### src/rtl/compute_scheduler.sv
// compute_scheduler: front-end sequencer for the matrix computation block.
// For each job it pulses the operand-load strobe, waits for the load to
// complete, then holds one engine-active strobe (single PE, 3x3 or 2x2
// systolic array) until that engine reports done. It then latches the 2x2
// result and returns a one-cycle done (with err for an illegal mode).
//
// Optional build macro: COMP_TIMEOUT_EN
//   When defined, WAIT_SEND and RUN give up after TIMEOUT_CYCLES cycles
//   and finish the job with err. When undefined, both states wait forever.
module compute_scheduler #(
    parameter int CNT_W          = 8,
    parameter int TIMEOUT_CYCLES = 64
) (
    input  logic             clk,
    input  logic             rst,            // asynchronous, active low
    input  logic             start,
    input  logic [1:0]       mode,
    output logic             busy,
    output logic             done,
    output logic             err,
    output logic             active_send,
    output logic             active_single,
    output logic             active_sa3,
    output logic             active_sa2,
    input  logic             done_send,
    input  logic             done_single,
    input  logic             done_sa3,
    input  logic             done_sa2,
    input  logic [7:0]       c11_in,
    input  logic [7:0]       c12_in,
    input  logic [7:0]       c21_in,
    input  logic [7:0]       c22_in,
    output logic [7:0]       r11,
    output logic [7:0]       r12,
    output logic [7:0]       r21,
    output logic [7:0]       r22,
    output logic [CNT_W-1:0] run_cycles
);

    typedef enum logic [2:0] {
        ST_IDLE,
        ST_SEND,
        ST_WAIT_SEND,
        ST_RUN,
        ST_DONE
    } state_e;

    localparam logic [1:0] MODE_SINGLE  = 2'd0;
    localparam logic [1:0] MODE_SA3     = 2'd1;
    localparam logic [1:0] MODE_SA2     = 2'd2;
    localparam logic [1:0] MODE_ILLEGAL = 2'd3;

    localparam logic [CNT_W-1:0] CNT_MAX     = '1;
    localparam logic [CNT_W-1:0] TIMEOUT_VAL = CNT_W'(TIMEOUT_CYCLES);

    state_e           state_q, state_d;
    logic [1:0]       mode_q, mode_d;
    logic             err_q, err_d;
    logic [CNT_W-1:0] cnt_q, cnt_d;
    logic [CNT_W-1:0] cnt_inc;
    logic [CNT_W-1:0] run_cycles_q, run_cycles_d;
    logic [7:0]       r11_q, r12_q, r21_q, r22_q;
    logic             sel_done;
    logic             capture;

    // Saturating increment of the cycle counter.
    assign cnt_inc = (cnt_q == CNT_MAX) ? cnt_q : cnt_q + 1'b1;

    // Done flag of the engine picked by the latched mode; the others are ignored.
    always_comb begin
        sel_done = 1'b0;
        case (mode_q)
            MODE_SINGLE: sel_done = done_single;
            MODE_SA3:    sel_done = done_sa3;
            MODE_SA2:    sel_done = done_sa2;
            default:     sel_done = 1'b0;
        endcase
    end

    // Next-state logic for the job sequencer and its bookkeeping registers.
    always_comb begin
        // NOTE: every signal gets a default before the case statement so that
        // no branch leaves one unassigned, which would infer a latch.
        state_d      = state_q;
        mode_d       = mode_q;
        err_d        = err_q;
        cnt_d        = cnt_q;
        run_cycles_d = run_cycles_q;
        capture      = 1'b0;

        case (state_q)
            ST_IDLE: begin
                if (start) begin
                    if (mode == MODE_ILLEGAL) begin
                        // No engine is touched; results stay as they are.
                        err_d   = 1'b1;
                        state_d = ST_DONE;
                    end else begin
                        err_d   = 1'b0;
                        mode_d  = mode;
                        state_d = ST_SEND;
                    end
                end
            end

            ST_SEND: begin
                cnt_d   = '0;
                state_d = ST_WAIT_SEND;
            end

            ST_WAIT_SEND: begin
                if (done_send) begin
                    cnt_d   = '0;
                    state_d = ST_RUN;
                end
`ifdef COMP_TIMEOUT_EN
                else if (cnt_inc == TIMEOUT_VAL) begin
                    err_d        = 1'b1;
                    run_cycles_d = TIMEOUT_VAL;
                    state_d      = ST_DONE;
                end else begin
                    cnt_d = cnt_inc;
                end
`endif
            end

            ST_RUN: begin
                cnt_d = cnt_inc;
                if (sel_done) begin
                    // The result bus is only valid while the strobe is high,
                    // so it is captured on the very cycle done is seen.
                    capture      = 1'b1;
                    run_cycles_d = cnt_inc;
                    state_d      = ST_DONE;
                end
`ifdef COMP_TIMEOUT_EN
                else if (cnt_inc == TIMEOUT_VAL) begin
                    err_d        = 1'b1;
                    run_cycles_d = TIMEOUT_VAL;
                    state_d      = ST_DONE;
                end
`endif
            end

            ST_DONE: begin
                state_d = ST_IDLE;
            end

            default: begin
                state_d = ST_IDLE;
            end
        endcase
    end

`ifndef COMP_TIMEOUT_EN
    // Without the timeout the limit is never compared; keep it referenced.
    logic unused_timeout_val;
    assign unused_timeout_val = ^TIMEOUT_VAL;
`endif

    // State and control registers; reset abandons any job without a done pulse.
    always_ff @(posedge clk or negedge rst) begin
        if (!rst) begin
            state_q      <= ST_IDLE;
            mode_q       <= MODE_SINGLE;
            err_q        <= 1'b0;
            cnt_q        <= '0;
            run_cycles_q <= '0;
        end else begin
            // NOTE: sequential state uses non-blocking assignments so every
            // register samples the pre-edge values of the others.
            state_q      <= state_d;
            mode_q       <= mode_d;
            err_q        <= err_d;
            cnt_q        <= cnt_d;
            run_cycles_q <= run_cycles_d;
        end
    end

    // Result registers: hold until the next successful capture.
    always_ff @(posedge clk or negedge rst) begin
        if (!rst) begin
            r11_q <= '0;
            r12_q <= '0;
            r21_q <= '0;
            r22_q <= '0;
        end else if (capture) begin
            r11_q <= c11_in;
            r12_q <= c12_in;
            r21_q <= c21_in;
            r22_q <= c22_in;
        end
    end

    // Strobes decode straight from the state register, so an asynchronous
    // reset drops them immediately and at most one can be high at a time.
    assign active_send   = (state_q == ST_SEND);
    assign active_single = (state_q == ST_RUN) && (mode_q == MODE_SINGLE);
    assign active_sa3    = (state_q == ST_RUN) && (mode_q == MODE_SA3);
    assign active_sa2    = (state_q == ST_RUN) && (mode_q == MODE_SA2);

    assign busy = (state_q == ST_SEND) || (state_q == ST_WAIT_SEND) ||
                  (state_q == ST_RUN);
    assign done = (state_q == ST_DONE);
    assign err  = (state_q == ST_DONE) && err_q;

    assign r11        = r11_q;
    assign r12        = r12_q;
    assign r21        = r21_q;
    assign r22        = r22_q;
    assign run_cycles = run_cycles_q;

endmodule
### config.mk
export PLATFORM = sky130hd
export DESIGN_NAME = compute_scheduler
export DESIGN_NICKNAME = d
export VERILOG_FILES = /design/src/rtl/compute_scheduler.sv
export SDC_FILE = /design/constraint.sdc
export NUM_CORES = 1
export LEC_CHECK = 0
export ABC_AREA = 1
export CORE_MARGIN = 1
export CORE_UTILIZATION = 65
export DETAILED_ROUTE_END_ITERATION = 8
export DONT_BUFFER_PORTS = 1
export PLACE_DENSITY = 0.81
export REMOVE_ABC_BUFFERS = 1
export SLEW_MARGIN = 20
export SYNTH_ARGS = -nofsm -noshare
export SYNTH_HDL_FRONTEND = slang
export SYNTH_SLANG_ARGS = --single-unit
### constraint.sdc
create_clock -name clk -period 2.8 [get_ports clk]
set_input_delay 0.7 -clock clk [delete_from_list [all_inputs] [get_ports clk]]
set_output_delay 0.7 -clock clk [all_outputs]
set_load 0.01 [all_outputs]
Yosys cells after proc, flatten, opt, wreduce, memory -nomap -nowiden
Index checks and enable logic that the tools add are counted.
{"block": "word_totals", "register_bits": 54, "inputBits": 41, "output_inout_bits": 47, "word_cells": 48}
{"block": "op_classes", "add_sub_neg": 1, "n_eq_ne": 11, "muxes": 12, "bitwise": 1, "n_reduce_logical": 14}
{"cell": "$pmux 8 s3", "n": 1}
{"cell": "$mux 8", "n": 2}
{"cell": "$mux 3", "n": 4}
{"cell": "$pmux 3 s4", "n": 1}
{"cell": "$add 8x1->8 const B", "n": 1}
{"cell": "$eq 8x8->1 const B", "n": 1}
{"cell": "$eq 3x2->1 const B", "n": 2}
{"cell": "$ne 2x2->1 const B", "n": 3}
{"cell": "$reduce_and 2->1", "n": 3}
{"cell": "$reduce_and 3->1", "n": 2}
{"cell": "$eq 2x2->1 const B", "n": 2}
{"cell": "$logic_and 1x1->1", "n": 4}
{"cell": "$eq 3x1->1 const B", "n": 1}
{"cell": "$eq 3x3->1 const B", "n": 1}
{"cell": "$logic_not 3->1", "n": 1}
{"cell": "$mux 1", "n": 3}
{"cell": "$pmux 1 s3", "n": 1}
{"cell": "$reduce_bool 3->1", "n": 1}
{"cell": "$eq 2x1->1 const B", "n": 1}
{"cell": "$logic_not 2->1", "n": 1}
{"cell": "$logic_or 1x1->1", "n": 2}
{"cell": "$not 1->1", "n": 1}

Depth between registers and ports, before layout
{"block": "depth", "word_depth": 4, "ltp_mapped": 8, "mapped_depth_nobuf": 8}

Worst setup path after synthesis
OpenSTA, ideal clock, no wires.
{"block": "synth_timing", "path_type": "register to output", "startpoint": "register state_q[2]", "endpoint": "output port active_sa2", "arrival_ns": 0.992, "t_required_ns": 2.100, "slack_ns": 1.108, "stages_incl_launch_ff": 6, "n_path_buf": 0, "path_cell_list": "dfrtp_1 inv_2 nand2_2 nor2_4 inv_1 nor3_1"}
{"block": "synth_between", "elab_chain_cells": 2}
{"element": "from (decl)", "line": "56", "source": "state_e state_q, state_d;"}
{"element": "from (signal assigned)", "line": "172", "source": "state_q <= state_d;"}
{"element": "$eq 3x2->1", "line": "200", "source": "assign active_sa2 = (state_q == ST_RUN) && (mode_q == MODE_SA2);"}
{"element": "$logic_and 1x1->1", "line": "200"}
{"element": "to (decl)", "line": "24", "source": "output logic active_sa2,"}
No other way between the ends.

Worst setup path in the final report
{"block": "layout_timing", "startpoint": "register state_q[2]", "endpoint": "output port active_single"}
{"block": "layout_between", "elab_chain_cells": 2}
{"element": "$eq 3x2->1", "line": "198", "source": "assign active_single = (state_q == ST_RUN) && (mode_q == MODE_SINGLE);"}
{"element": "$logic_and 1x1->1", "line": "198"}
{"element": "to (decl)", "line": "22", "source": "output logic active_single,"}
No other way between the ends.

==> impl_metrics.ini <==
[setup_path]
critPathLaunch = state_q[2]
crit_required_ns = 2.10
r2r_setup_slack_ns = 1.07
crit_type = reg2out
crit_arrival_ns = 1.63
r2r-start = state_q[2]
worstReg2RegEnd = run_cycles[5]
cp_top_family = simple AND/OR/NAND/NOR gates
crit_fanout = 12
reg2reg_depth = 7
cp-endpoint = active_single
critPathCaptureType = primary output
path_buf_inv = 2
crit_cells = 5
max_stage_delay_ns = 0.41
crit_slowest_cell = dfrtp_1
crit_chain = inv_2, nand2_2, nor2_4, inv_1, nor3_1
crit_path_start_kind = flip-flop

[clocking]
clk_pin_slew_ns = 0.09
cts_tree = built
htreeDepth = 2
postCtsHoldBufs = 0
cts_buffer_depth = 2
cts.root.buffer_cell = clkbuf_8
cts_setup_buffers = 0
cts_inserted_buffers = 5
cts_resized = 0
clock_sinks = 54
clock_latency_ns = 0.30

[placement]
routabilityCongestion = 0.935
hpwl_um = 3210
port_buffers = 0
post-place-cells = 345

[global_route]
antenna_found_initial = 0
grt_usage = 0.250
grt_max_degree = 55
grt_pass1_wl_um = 7870
grt_overflow = 0
grt_pass1_vias = 1913

[yosys]
syn_area_per_cell_um2 = 7.94
synthCells = 307
synthDistinctLibCells = 19
yosysTopAreaCell = dfrtp_1
ys_ff_latch = 54
yosysTopAreaCellShare = 0.554
synth_warnings = 0
yosysSeqAreaShare = 0.554
netlist_area_mm2 = 0.00244
synth_area_leaders = dfrtp_1 55%, nand2_1 25%, inv_1 3.2%

[floorplan]
io_pins = 88
coreArea_mm2 = 0.00347
start_util = 0.703
die_w_um = 63.3
dieHeight_um = 63.3
core.rowCount = 21
die_area_mm2 = 0.00400

[sta]
layout_worst_path_cycle_share = 0.834
finalSetupViolCount = 0
hold_viol = 0
fin_tns_setup_ns = 0
post-route-min-period_ns = 2.33
fmax_mhz = 428
tightest_slew_ns = 0.630
slew_headroom = 0.579
skew_ns = 0.00472
slew_violations = 0
holdWs_ns = 0.0862
rsz0062_at_grt = no

[cells_and_area]
stdcell_count = 352
diodes = 0
drive_gt1_frac = 0.0556
final_common_cell = nand2_1
most-common-layout-cells = 163 x nand2_1, 54 x dfrtp_1, 21 x inv_1
area.growth.synth_to_final_pct = 2.67
fin_nets = 348

[detailed_routing]
drt-initial-drc-count = 101
vias = 1899
ant_nets = 0
drc = 0
firstDrtPassIters = 4
drt_wl_total_um = 4650
routed_via_density = 5.39
avgRoutedWirePerCell_um = 13.2

[outcome]
status = finished, final reports clean

[power_and_ir_drop]
p_per_area_mw_per_mm2 = 475
p_leak_nw = 1.50
max-vdd-ir-drop_uv = 340

[job]
cap_viol_max_count = 0

[worst_hold_path]
min_path_type = in2async
==> flip-flops by register name, summed over array words and instances, names as in the netlist <==
register / flops
mode_q: 2
state_q: 3
r11: 8
r22: 8
run_cycles: 8
r21: 8
err_q: 1
cnt_q: 8
r12: 8
==> where the power goes <==
| part | total (mW) | switching, mW | internal [mW] |
|---|---|---|---|
| Sequential | 0.779 | 0 | 0.779 |
| Clock | 0.409 | 0.236 | 0.173 |
| Combinational | 0.00186 | 0.00124 | 0.000620 |
| Total | 1.19 | 0.237 | 0.953 |
==> cell families after synthesis <==
logic type,synth area share
AND/OR/NAND/NOR,0.338
flip-flops,0.554
buffers and inverters,0.0693
AO/OA/AOI/OAI,0.0334
adder cells (fa/ha/maj),0.00513
==> per-stage QoR <==
| step | instance area [um2] | util | total power [mW] | worst slack (ns) |
|---|---|---|---|---|
| floorplan | 2360 | - | 0.796 | 0.901 |
| global placement | 2420 | 0.698 | 0.797 | 0.858 |
| detailed placement | 2420 | 0.698 | 0.797 | 0.811 |
| CTS | 2500 | 0.722 | 1.20 | 0.467 |
| global route | 2500 | 0.722 | 1.23 | 0.331 |
| finish | 2500 | 0.722 | 1.19 | 0.466 |
==> synthesized netlist by cell type, drive strengths merged <==
| cell | count |
|---|---|
| nor3 | 4 |
| a21boi | 1 |
| buf | 9 |
| nand4 | 2 |
| nand2 | 167 |
| dfrtp | 54 |
| o21ai | 10 |
| inv | 23 |
| nand3b | 1 |
| nor2 | 16 |
| a21oi | 4 |
| nand3 | 15 |
| ha | 1 |
==> metal layers <==
layer	wire, um	track usage
met5	0	0
met4	101	0.105
met3	347	0.0562
met2	2200	0.426
met1	2000	0.304
==> worst min-delay path by stage <==
stage	start	to	slack (ns)
2_1_floorplan	rst	cnt_q[0]	0.40
3_5_place_dp	rst	run_cycles[3]	0.41
6_report	rst	r21[1]	0.09
3_3_place_gp	rst	cnt_q[4]	0.41
4_1_cts	rst	r12[6]	0.08
5_1_grt	rst	r11[1]	0.07
==> area by class of cell <==
cell class | count | area [um2]
flip-flops and latches | 54 | 1350
fillers | 285 | 965
multi-input cells | 221 | 918
inverters | 23 | 86.3
clock buffers | 5 | 68.8
well taps | 46 | 57.6
clock inverters | 2 | 13.8
repair buffers | 1 | 7.51
(Power assumes the default switching activity.)
